[config.mk]
export PLATFORM = sky130hd
export DESIGN_NAME = jtopl_pg_feed
export DESIGN_NICKNAME = d
export VERILOG_FILES = /design/src/rtl/jtopl_pg_feed_pkg.sv /design/src/rtl/jtopl_slot_cnt.sv /design/src/rtl/jtopl_pg_feed.sv
export SDC_FILE = /design/constraint.sdc
export NUM_CORES = 1
export LEC_CHECK = 0
export CELL_PAD_IN_SITES_DETAIL_PLACEMENT = 0
export CELL_PAD_IN_SITES_GLOBAL_PLACEMENT = 1
export CORE_UTILIZATION = 50
export CTS_BUF_LIST = sky130_fd_sc_hd__clkbuf_4 sky130_fd_sc_hd__clkbuf_8 sky130_fd_sc_hd__clkbuf_16
export DETAILED_ROUTE_END_ITERATION = 8
export GPL_ROUTABILITY_DRIVEN = 0
export PLACE_DENSITY_LB_ADDON = 0.1
export SYNTH_ARGS = -nofsm -noshare
export SYNTH_HDL_FRONTEND = slang
export SYNTH_SLANG_ARGS = --single-unit
[constraint.sdc]
create_clock -name clk -period 12.1 [get_ports clk]
set_input_delay 3.63 -clock clk [delete_from_list [all_inputs] [get_ports clk]]
set_output_delay 3.63 -clock clk [all_outputs]
set_load 0.05 [all_outputs]
[src/rtl/jtopl_pg_feed_pkg.sv]
// Shared constants and slot-decode helpers for the phase-generator feed.
// Slots map to operators as g = s/6, w = s%6; operators sit at register offset 8g+w.
package jtopl_pg_feed_pkg;

    localparam int         SLOT_NUM   = 18;
    localparam int         SLOT_W     = 5;
    localparam logic [7:0] REG_OP     = 8'h20;
    localparam logic [7:0] REG_FNUM   = 8'hA0;
    localparam logic [7:0] REG_BLK    = 8'hB0;
    localparam logic [7:0] REG_RHY    = 8'hBD;
    localparam int         VIB_FRAMES = 1024;
    localparam int         FRAME_W    = $clog2(VIB_FRAMES);

    // Channel that owns slot s.
    function automatic logic [3:0] slot_ch(input logic [SLOT_W-1:0] s);
        int si;
        si = int'(s);
        return 4'(3 * (si / 6) + (si % 6) % 3);
    endfunction

    // Register address of the per-operator 0x20 entry for slot index si.
    function automatic logic [7:0] op_addr(input int si);
        return REG_OP + 8'(8 * (si / 6) + si % 6);
    endfunction

endpackage

[src/rtl/jtopl_slot_cnt.sv]
// Slot sequencer: slot index and one-hot, frame counter and vibrato LFO step.
module jtopl_slot_cnt
    import jtopl_pg_feed_pkg::*;
#(
    parameter int SLOTS = SLOT_NUM
) (
    input  logic              clk,
    input  logic              rst,
    input  logic              cenop,
    output logic [SLOT_W-1:0] s,
    output logic [SLOT_W-1:0] s_nxt,
    output logic [SLOTS-1:0]  slot,
    output logic [2:0]        vib_cnt
);

    localparam logic [SLOT_W-1:0]  LAST_SLOT  = SLOT_W'(SLOTS - 1);
    localparam logic [FRAME_W-1:0] LAST_FRAME = FRAME_W'(VIB_FRAMES - 1);

    logic [FRAME_W-1:0] frame_reg;

    assign s_nxt = (s == LAST_SLOT) ? '0 : s + 1'b1;

    always_ff @(posedge clk) begin
        if (rst) begin
            s         <= '0;
            slot      <= SLOTS'(1);
            frame_reg <= '0;
            vib_cnt   <= '0;
        end else if (cenop) begin
            s    <= s_nxt;
            slot <= {slot[SLOTS-2:0], slot[SLOTS-1]};
            if (s == LAST_SLOT) begin
                frame_reg <= frame_reg + 1'b1;
                if (frame_reg == LAST_FRAME)
                    vib_cnt <= vib_cnt + 3'd1;
            end
        end
    end

endmodule

[src/rtl/jtopl_pg_feed.sv]
// Register file and slot-ordered feed for the phase generator: stage-I channel data,
// stage-II operator multiplier and key-on phase reset.
module jtopl_pg_feed
    import jtopl_pg_feed_pkg::*;
#(
    parameter int CH = 9
) (
    input  logic            rst,
    input  logic            clk,
    input  logic            cenop,
    input  logic            wr,
    input  logic [7:0]      addr,
    input  logic [7:0]      din,
    output logic [2*CH-1:0] slot,
    output logic [9:0]      fnum_I,
    output logic [2:0]      block_I,
    output logic            viben_I,
    output logic [3:0]      mul_II,
    output logic            pg_rst_II,
    output logic [2:0]      vib_cnt,
    output logic            vib_dep,
    output logic            rhy_en
);

    localparam int SLOTS = 2 * CH;

    logic [SLOT_W-1:0] s;
    logic [SLOT_W-1:0] s_nxt;
    logic [3:0]        ch_nxt;

    logic [3:0]       mul_reg  [0:SLOTS-1];
    logic [SLOTS-1:0] vib_reg;
    logic [SLOTS-1:0] kon_seen_reg;
    logic [9:0]       fnum_reg [0:CH-1];
    logic [2:0]       block_reg[0:CH-1];
    logic [CH-1:0]    kon_reg;
    logic             pg_i_reg;

    logic [SLOTS-1:0] op_we;
    logic [CH-1:0]    fnum_we;
    logic [CH-1:0]    blk_we;
    logic             rhy_we;

    jtopl_slot_cnt #(
        .SLOTS(SLOTS)
    ) u_slot_cnt (
        .clk    (clk),
        .rst    (rst),
        .cenop  (cenop),
        .s      (s),
        .s_nxt  (s_nxt),
        .slot   (slot),
        .vib_cnt(vib_cnt)
    );

    // Address decode; unlisted addresses simply match nothing.
    genvar gi;
    generate
        for (gi = 0; gi < SLOTS; gi++) begin : g_op_dec
            assign op_we[gi] = wr && (addr == op_addr(gi));
        end
        for (gi = 0; gi < CH; gi++) begin : g_ch_dec
            assign fnum_we[gi] = wr && (addr == REG_FNUM + 8'(gi));
            assign blk_we[gi]  = wr && (addr == REG_BLK + 8'(gi));
        end
    endgenerate

    assign rhy_we = wr && (addr == REG_RHY);
    assign ch_nxt = slot_ch(s_nxt);

    always_ff @(posedge clk) begin
        if (rst) begin
            for (int i = 0; i < SLOTS; i++)
                mul_reg[i] <= '0;
            for (int i = 0; i < CH; i++) begin
                fnum_reg[i]  <= '0;
                block_reg[i] <= '0;
            end
            vib_reg      <= '0;
            kon_seen_reg <= '0;
            kon_reg      <= '0;
            pg_i_reg     <= 1'b0;
            vib_dep      <= 1'b0;
            rhy_en       <= 1'b0;
            fnum_I       <= '0;
            block_I      <= '0;
            viben_I      <= 1'b0;
            mul_II       <= '0;
            pg_rst_II    <= 1'b0;
        end else begin
            for (int i = 0; i < SLOTS; i++) begin
                if (op_we[i]) begin
                    mul_reg[i] <= din[3:0];
                    vib_reg[i] <= din[6];
                end
            end
            for (int i = 0; i < CH; i++) begin
                if (fnum_we[i])
                    fnum_reg[i][7:0] <= din;
                if (blk_we[i]) begin
                    kon_reg[i]       <= din[5];
                    block_reg[i]     <= din[4:2];
                    fnum_reg[i][9:8] <= din[1:0];
                end
            end
            if (rhy_we) begin
                vib_dep <= din[6];
                rhy_en  <= din[5];
            end
            // Same-cycle writes land after these reads, so a cenop sees pre-write data.
            if (cenop) begin
                fnum_I               <= fnum_reg[ch_nxt];
                block_I              <= block_reg[ch_nxt];
                viben_I              <= vib_reg[s_nxt];
                pg_i_reg             <= kon_reg[ch_nxt] & ~kon_seen_reg[s_nxt];
                kon_seen_reg[s_nxt]  <= kon_reg[ch_nxt];
                mul_II               <= mul_reg[s];
                pg_rst_II            <= pg_i_reg;
            end
        end
    end

endmodule

# Word level (Yosys, flattened, before mapping)
# Memory sizes are Yosys's and may differ from the RTL's. A register that Yosys moved wholly into a read port is not among the register bits.
# Index checks and enable logic that the tools add are counted.
[word_totals] ff_bits=86 mem_bits_rw=189 in_bits=20 out_inout_bits=42 wordCells=342 mem_count=3
[op_classes] add_sub_neg=4 n_mul=1 div_mod_pow=3 n_lt_le_gt_ge=3 eq_ne=39 muxes=165 bitwise=47 n_reduce_logical=40
[memory_table] name="fnum_reg" words=9 word_bits=10 read_ports=1 rd_clocked_by_memory_dff=1 wr=9 line="jtopl_pg_feed.sv:34" text="logic [9:0] fnum_reg [0:CH-1];"
[memory_table] name="mul_reg" words=18 word_bits=4 read_ports=1 rd_clocked_by_memory_dff=1 wr=18 line="jtopl_pg_feed.sv:31" text="logic [3:0] mul_reg [0:SLOTS-1];"
[memory_table] name="block_reg" words=9 word_bits=3 read_ports=1 rd_clocked_by_memory_dff=1 wr=9 line="jtopl_pg_feed.sv:35" text="logic [2:0] block_reg[0:CH-1];"
[ops] op="equality test 8 bit, second input constant" n=19
[ops] op="equality test 8 x 6 -> 1 bit, second input constant" n=18
[ops] op="2-to-1 mux 1 bit" n=114
[ops] op="2-to-1 mux 4 bit" n=18
[ops] op="2-to-1 mux 8 bit" n=9
[ops] op="OR 1 bit" n=45
[ops] op="logical AND 1 bit" n=38
[ops] op="divider 6 x 4 -> 32 bit, second input constant" n=1
[ops] op="modulo 32 x 3 -> 32 bit, second input constant" n=1
[ops] op="modulo 6 x 4 -> 32 bit, second input constant" n=1
[ops] op="multiplier 3 x 32 -> 4 bit, first input constant" n=1
[ops] op="2-to-1 mux 3 bit" n=9
[ops] op="bitwise mux 18 bit" n=1
[ops] op="2-to-1 mux 2 bit" n=9
[ops] op="adder 10 x 1 -> 10 bit, second input constant" n=1
[ops] op="binary-select mux 1 bit (select 5 bit)" n=2
[ops] op="equality test 10 bit, second input constant" n=1
[ops] op="less-than comparator 5 x 6 -> 1 bit, second input constant" n=1
[ops] op="adder 5 x 1 -> 5 bit, second input constant" n=1
[ops] op="demux 1 bit (select 5 bit)" n=1
[ops] op="equality test 5 bit, second input constant" n=1
[ops] op=">= comparator 5 x 1 -> 1 bit, second input constant" n=1
[ops] op="less-than comparator 4 x 5 -> 1 bit, second input constant" n=1
[ops] op="2-to-1 mux 5 bit" n=1
[ops] op="other kinds (7)" n=7

# Longest topological paths before layout
# Gate-level depths: netlist of the first run.
[depth] depth_word=8 ltp_mapped=46 ltp_nobuf=40

# Hierarchy
# From an unflattened synthesis of the first run, not the netlist that was laid out.
[hier_totals] hier_cells=1151 hier_area_um2=13566.8
[by_module_without_submodules] module="jtopl_pg_feed" instances=1 cells_each=978 area_per_inst_um2=11949.0 seq_area_each_um2=7016.7
[by_module_without_submodules] module="jtopl_slot_cnt" instances=1 cells_each=173 area_per_inst_um2=1617.8 seq_area_each_um2=720.7

# Least setup slack after synthesis of the first run
# Ideal clock, no wire load.
[synth_path] path_type="register to register" startpoint="reg u_slot_cnt.s[1]" endpoint="reg kon_seen_reg[0]" t_arrival_ps=9067 required_ps=12012 slack_ps=2944 stages_incl_launch_ff=45 n_path_buf=6 path_cell_list="dfxtp_1 > clkbuf_1 > clkbuf_1 > inv_1 > ha_1 > nand2b_1 > a21oi_1 > nor2_1 > ha_1 > nor2b_1 > mux2i_1 > o31a_1 > a32oi_4 > ha_1 > nor4_1 > nand4_1 > o211a_1 > o211ai_1 > (+9 left out) > a21oi_1 > nand3b_1 > xnor2_1 > inv_1 > ha_1 > nor2_1 > xnor2_1 > xnor2_1 > fa_1 > inv_1 > fa_1 > xnor2_1 > xnor2_1 > xnor3_1 > buf_2 > mux2_4 > buf_6 > a311oi_2"
[synth_between] elab_chain_cells=8 word_cells_on_any_way=16 cone_classes="add/sub: 2; mul: 1; div: 3; order compare: 2; eq/ne: 1; mux: 6; reduce/logical: 1"
[synth_lines] item="start, declared" line="jtopl_slot_cnt.sv:10" text="output logic [SLOT_W-1:0] s,"
[synth_lines] item="start signal, assigned" line="jtopl_slot_cnt.sv:30" text="s <= s_nxt;"
[synth_lines] item="adder 5 x 1 -> 5 bit or equality test 5 bit (tied branches)" line="jtopl_slot_cnt.sv:21" text="assign s_nxt = (s == LAST_SLOT) ? '0 : s + 1'b1;"
[synth_lines] item="2-to-1 mux 5 bit *" line="jtopl_slot_cnt.sv:21"
[synth_lines] item="net s_nxt[4]" line="jtopl_pg_feed.sv:28" text="logic [SLOT_W-1:0] s_nxt;"
[synth_lines] item="modulo 6 x 4 -> 32 bit or divider 6 x 4 -> 32 bit (tied branches)" line="jtopl_pg_feed_pkg.sv:18" text="return 4'(3 * (si / 6) + (si % 6) % 3);"
[synth_lines] item="modulo 32 x 3 -> 32 bit or multiplier 3 x 32 -> 4 bit (tied branches)" line="jtopl_pg_feed_pkg.sv:18"
[synth_lines] item="adder 4 bit" line="jtopl_pg_feed_pkg.sv:18"
[synth_lines] item="binary-select mux 1 bit (select 4 bit)" line="jtopl_pg_feed.sv:116" text="kon_seen_reg[s_nxt] <= kon_reg[ch_nxt];"
[synth_lines] item="2-to-1 mux 1 bit (not written as such)" line="jtopl_pg_feed.sv:116"
[synth_lines] item="bitwise mux 18 bit *" line="jtopl_pg_feed.sv:116"
[synth_lines] item="end signal, assigned by index" line="jtopl_pg_feed.sv:116"
[synth_lines] item="end, declared" line="jtopl_pg_feed.sv:33" text="logic [SLOTS-1:0] kon_seen_reg;"
# Mark *: on every way through the listed nets, which the timed path passes. The rest lies on a longest branch. The select of a mux whose other input is x is not followed.
# A chain may end at the register's enable or synchronous reset.

# Final worst setup path of the first run
[layout_path] startpoint="reg u_slot_cnt.s[1]" endpoint="reg kon_seen_reg[5]"
# The elaborated chain is that of the path after synthesis.

==> results.py, run 1 <==
metrics = {
    "grt": {
        "globalRouteOverflowTotal": 0,
        "grt_pass1_vias": 8938,
        "grt_max_degree": 59,
        "antenna_found_initial": 0,
        "grtUsageTotal_pct": 23.1,
        "grt_pass1_wl_mm": 50.8,
    },
    "logic_synthesis": {
        "syn-num-nets": 1185,
        "syn_area_sq_um": 13900,
        "ys_seq_area_share_pct": 55.7,
        "synth_top_area_share_pct": 40.9,
        "synth-seq-cells": 292,
        "synthDistinctLibCells": 76,
        "synth_top_area_cell": "edfxtp_1",
        "synth-edff-count": 189,
        "yosysWarnings": 0,
        "synthTopCellsByArea": "edfxtp_1, dfxtp_1, mux4_2, mux2i_1, nor2_1",
        "synthCells": 1148,
        "synthArstFlopShare_pct": 0,
        "ys.flop_type": "edfxtp_1",
        "avgSynthCellArea_sq_um": 12.1,
    },
    "timing": {
        "worstMarginPinSlew_ps": 1120,
        "tns_ps": 0,
        "rsz0062_at_grt": "false",
        "setup_viol": 0,
        "relSlewSlack_pct": 24.9,
        "fmax_mhz": 95.1,
        "drv_slew": 0,
        "clock_skew_ps": 13.1,
        "finalCritPeriodShare_pct": 86.9,
        "post-route-min-period_ps": 10510,
        "report.final.hold_viol_count": 0,
    },
    "setup_path": {
        "setup.worst_path.class": "reg -> reg",
        "worstSetupStartpointType": "flop",
        "cpPeakStageDelay_ps": 980,
        "required_ps": 12550,
        "path_depth": 38,
        "end_kind": "flop",
        "crit_fanout": 21,
        "critical_path_buf_inv_count": 3,
        "crit_slowest_cell": "dfxtp_1",
        "reg2reg_depth": 38,
        "timing.rr.start": "u_slot_cnt.s[1]",
        "crit_top_cell": "ha_1",
        "cp.arrival_ps": 10960,
        "crit_start": "u_slot_cnt.s[1]",
        "cpLargestDelayFamily": "adder cells",
    },
    "clock_network": {
        "numCtsBuffers": 31,
        "cts_root_buf": "clkbuf_16",
        "clock_latency_ps": 550,
        "cts_max_path_buffers": 3,
        "ctsResizeCount": 0,
        "hold_buffers": 0,
        "htreeDepth": 1,
        "post-cts-setup-buffers": 0,
        "cts_tree": "done",
        "clk_pin_slew_worst_paths_ps": 60,
        "cts.sinks": 292,
    },
    "placement": {
        "dp_cells": 1511,
        "dpl.hpwl_mm": 21.1,
        "numPortBuffers": 61,
    },
    "floorplan": {
        "ios": 62,
        "die_w_microns": 169,
        "die-area_sq_um": 28500,
        "fp.dieH_microns": 169,
        "rows": 60,
        "start_util_pct": 51.3,
        "core_area_sq_um": 27100,
    },
    "run": {
        "drv_cap": 0,
    },
    "route": {
        "ant_nets": 0,
        "first_pass_iters": 5,
        "drt-met1-wl_mm": 14.6,
        "drt_iter0_drc": 728,
        "remaining_drc_errors": 0,
        "vias_per_cell": 5.85,
        "vias": 9178,
        "routed_wl_mm": 32.5,
        "dr_wl_met3_mm": 1.94,
        "wl_met2_mm": 15.3,
        "routedWlPerCell_microns": 20.7,
        "routed.top_layer": "met4",
    },
    "finish": {
        "layout.cells.non_filler": 1568,
        "drive_gt1_share_pct": 13.8,
        "fin_nets": 1209,
        "final.fill_count": 2221,
        "largest_register_ffs": 90,
        "syn_to_final_growth_pct": 13.5,
        "num_antenna_cells": 0,
    },
    "outcome": {
        "outcome": "finished, final reports clean",
    },
    "power": {
        "p_per_area_nw_per_um2": 172,
        "p_leak_uw": 0.00581,
        "peakVddDrop_v": 0.000122,
    },
    "min_path": {
        "min_from": "kon_reg[0]",
        "hp-class": "reg -> reg",
        "hold_depth": 2,
    },
}
through the flow:
stage	setup slack, ps	hold WS [ps]	total power (uW)	util, %	area [sq um]
floorplan	2940	433	1630	-	13900
global placement	1950	445	1800	54.4	14700
detailed placement	1720	447	1800	54.4	14700
CTS	1660	456	2740	58.2	15800
global route	517	479	2830	58.2	15800
finish	1590	454	2720	58.2	15800
layer usage:
metal / track usage [%] / up-vias
met1: 33.3 / 4520
met5: 0 / -
met4: 5.53 / 0
met2: 37.6 / 294
li1: - / 4318
met3: 2.38 / 46
path summary, 6_finish.rpt:
kind	endpoint	slack [ps]
max	kon_seen_reg[5]	1590
min	kon_reg[0]	450
max reg2reg	kon_seen_reg[5]	1590
min reg2reg	kon_reg[0]	450
layout make-up:
| class | count | area, sq um | share of cell area (%) |
|---|---|---|---|
| flip-flops and latches | 292 | 7740 | 49.1 |
| multi-input cells | 737 | 5690 | 36.1 |
| clock buffers | 46 | 913 | 5.79 |
| repair buffers | 78 | 731 | 4.64 |
| well taps | 372 | 465 | 2.95 |
| inverters | 32 | 120 | 0.762 |
| clock inverters | 11 | 110 | 0.698 |
worst min-delay path: cells and delay by family, from the launching register on:
kind | cells | cell delay [ps]
flip-flops | 1 | 310
AO/OA/AOI/OAI | 1 | 50
AND/OR/NAND/NOR | 1 | 50
cells in the mapped netlist (6+ instances only):
library cell / n
nand4_1: 11
dfxtp_1: 103
a21o_1: 21
nand2_1: 43
xor2_1: 10
nand3_1: 39
and3_1: 66
mux2_2: 16
and2_1: 33
nor2_1: 121
a311oi_2: 9
a21oi_1: 32
mux2i_1: 60
xnor2_1: 9
ha_1: 15
edfxtp_1: 189
mux4_2: 48
a311oi_1: 9
nor3_1: 15
inv_1: 30
o22ai_1: 16
nor2b_1: 12
clkbuf_1: 67
buf_1: 9
nand2b_1: 38
o21ai_0: 21
a211oi_1: 12
nor4_1: 6
buf_2: 6
logic make-up after synthesis:
group	count (synthesis)	share of synthesized area [%]
AOI/OAI and AO/OA	160	8.59
xor gates and xnor gates	20	1.36
adders and majority gates	17	1.64
buffers and inverters	119	3.46
DFF	292	55.7
muxes	125	13.5
and+or+nand+nor	415	15.7
where the power goes:
group | internal [uW] | switching (uW) | total, uW
Sequential | 1110 | 23.4 | 1140
Clock | 562 | 375 | 938
Combinational | 288 | 355 | 643
Total | 1960 | 754 | 2720
cells in the final DEF, fill, tap and decap left out, types with 10 or more instances in the layout:
cell             count
nand4_1             11
nor2_1             121
buf_4               18
and2_1              33
mux2i_1             60
dfxtp_1            102
and3_1              66
clkbuf_4            11
clkbuf_16           31
nand2_1             43
clkdlybuf4s50_1     59
a211oi_1            12
edfxtp_1           189
xor2_1              10
a21o_1              21
inv_1               30
mux4_2              48
a21oi_1             32
ha_1                14
nand2b_1            38
o22ai_1             16
o21ai_0             21
mux2_2              16
nor3_1              15
nor2b_1             11
nand3_1             39
No activity file was read; power rests on OpenSTA's default activity.
==> run 2, diff against run 1 <==
HOLD_SLACK_MARGIN = 0.12   (was not set)
TNS_END_PERCENT = 10   (was not set)
==> results of run 2 <==
The final DEF is identical to that of run 1; final timing and power are the same.
==> run 3, diff against run 2 <==
ABC_CLOCK_PERIOD_IN_PS = 12100   (was not set)
CTS_BUF_LIST = not set   (was sky130_fd_sc_hd__clkbuf_4 sky130_fd_sc_hd__clkbuf_8 sky130_fd_sc_hd__clkbuf_16)
==> results.py, run 3 (synthesis results as in run 1) <==
metrics = {
    "clock_network": {
        "post-cts-setup-buffers": 0,
        "cts_tree": "done",
        "hold_buffers": 0,
        "cts_root_buf": "clkbuf_16",
        "htreeDepth": 1,
        "clock_latency_ps": 560,
        "cts.sinks": 292,
        "clk_pin_slew_worst_paths_ps": 60,
        "cts_max_path_buffers": 3,
        "numCtsBuffers": 31,
        "ctsResizeCount": 0,
    },
    "timing": {
        "relSlewSlack_pct": 26.8,
        "clock_skew_ps": 13.7,
        "setup_viol": 0,
        "finalCritPeriodShare_pct": 86.8,
        "post-route-min-period_ps": 10500,
        "drv_slew": 0,
        "fin_ws_ps": 1600,
        "tns_ps": 0,
        "rsz0062_at_grt": "false",
        "worstMarginPinSlew_ps": 1100,
        "fmax_mhz": 95.2,
        "report.final.hold_viol_count": 0,
    },
    "placement": {
        "post-place-ws_ps": 1720,
        "numPortBuffers": 61,
        "dpl.hpwl_mm": 21.1,
    },
    "route": {
        "wl_met2_mm": 15.3,
        "first_pass_iters": 5,
        "routed.top_layer": "met4",
        "remaining_drc_errors": 0,
        "vias_per_cell": 5.85,
        "ant_nets": 0,
        "vias": 9173,
        "routed_wl_mm": 32.4,
        "drt-met1-wl_mm": 14.6,
        "drt_iter0_drc": 692,
        "dr_wl_met3_mm": 2.00,
        "routedWlPerCell_microns": 20.7,
    },
    "floorplan": {
        "ios": 62,
        "die-area_sq_um": 28500,
        "die_w_microns": 169,
        "core_area_sq_um": 27100,
        "fp.dieH_microns": 169,
        "rows": 60,
        "start_util_pct": 51.3,
    },
    "run": {
        "drv_cap": 0,
    },
    "min_path": {
        "min_to": "kon_reg[0]",
        "hp-class": "reg -> reg",
        "min_from": "kon_reg[0]",
        "hold_depth": 2,
    },
    "setup_path": {
        "crit_top_cell": "ha_1",
        "end_kind": "flop",
        "cp.arrival_ps": 10960,
        "cpPeakStageDelay_ps": 980,
        "reg2reg_depth": 38,
        "setup.worst_path.class": "reg -> reg",
        "crit_fanout": 21,
        "worstSetupStartpointType": "flop",
        "required_ps": 12560,
        "timing.rr.start": "u_slot_cnt.s[1]",
        "reg2reg_slack_ps": 1600,
        "crit_slowest_cell": "dfxtp_1",
        "rr_endpoint": "kon_seen_reg[5]",
    },
    "power": {
        "comb_power_share_pct": 23.8,
        "p_leak_uw": 0.00577,
        "switching_power_uw": 753,
        "pwr-share-clk_pct": 33.9,
        "switching_share_pct": 28.0,
        "seqPwrFrac_pct": 42.2,
        "p_int_uw": 1940,
        "p_per_area_nw_per_um2": 171,
        "peakVddDrop_v": 0.000122,
    },
    "finish": {
        "syn_to_final_growth_pct": 13.2,
        "drive_gt1_share_pct": 12.9,
        "multiInputGateArea_sq_um": 5690,
        "final_common_cell": "edfxtp_1",
        "fin_nets": 1209,
        "seq_area_sq_um": 7740,
        "num_antenna_cells": 0,
        "final.fill_count": 2221,
        "largest_register_ffs": 90,
        "final_cell_mix": "edfxtp_1, nor2_1, dfxtp_1, and3_1, mux2i_1",
        "utilization_pct": 58.0,
    },
    "grt": {
        "antenna_found_initial": 0,
        "grtUsageTotal_pct": 23.1,
        "grt_max_degree": 59,
        "grt_pass1_vias": 8943,
        "globalRouteOverflowTotal": 0,
        "grt_pass1_wl_mm": 50.8,
    },
    "outcome": {
        "outcome": "finished, final reports clean",
    },
}
run 3: cell counts in the layout (fill, tap and decap cells not counted):
Identical to the previous run, type by type.
run 3: worst max path at each step:
stage / start / endpoint / slack (ps)
after detailed placement: u_slot_cnt.s[1] / kon_seen_reg[5] / 1720
after global placement: u_slot_cnt.s[1] / kon_seen_reg[5] / 1950
after floorplan: u_slot_cnt.s[1] / kon_seen_reg[0] / 2940
after CTS: u_slot_cnt.s[1] / kon_seen_reg[5] / 1660
after global routing: u_slot_cnt.s[1] / kon_seen_reg[5] / 520
final: u_slot_cnt.s[1] / kon_seen_reg[5] / 1600
run 3: power groups by stage:
stage               clock network (uW)  logic (uW)  registers [uW]
floorplan                            0         418            1210
global placement                     0         644            1160
detailed placement                   0         646            1160
CTS                                929         650            1140
global route                       969         691            1140
finish                             913         642            1140
run 3: per-layer routing:
layer | up-vias | track usage [%]
li1 | 4327 | -
met2 | 287 | 37.8
met3 | 48 | 2.50
met5 | - | 0
met4 | 0 | 5.14
met1 | 4511 | 33.2
run 3: critical path: cells and delay by family, from the launching register on:
kind / cells / cell delay, ps
buffers and inverters: 3 / 420
AO/OA/AOI/OAI: 10 / 2760
multiplexers: 2 / 510
AND/OR/NAND/NOR: 9 / 1820
XOR/XNOR: 6 / 1050
adder cells (fa/ha/maj): 8 / 2850
flip-flops: 1 / 980
run 3: final cells by class:
class	count	share of cell area [%]
Sequential cell	292	49.2
Multi-Input combinational cell	737	36.2
Clock buffer	46	5.55
Timing Repair Buffer	78	4.65
Tap cell	372	2.96
Inverter	32	0.764
Clock inverter	11	0.700
run 3: stage by stage:
step,hold WS [ps],power (uW),std cells,instance area [sq um]
after floorplan,433,1630,1148,13900
after global placement,445,1800,1511,14700
after detailed placement,447,1800,1511,14700
after CTS,456,2720,1568,15700
after global routing,479,2800,1568,15700
final,455,2690,1568,15700
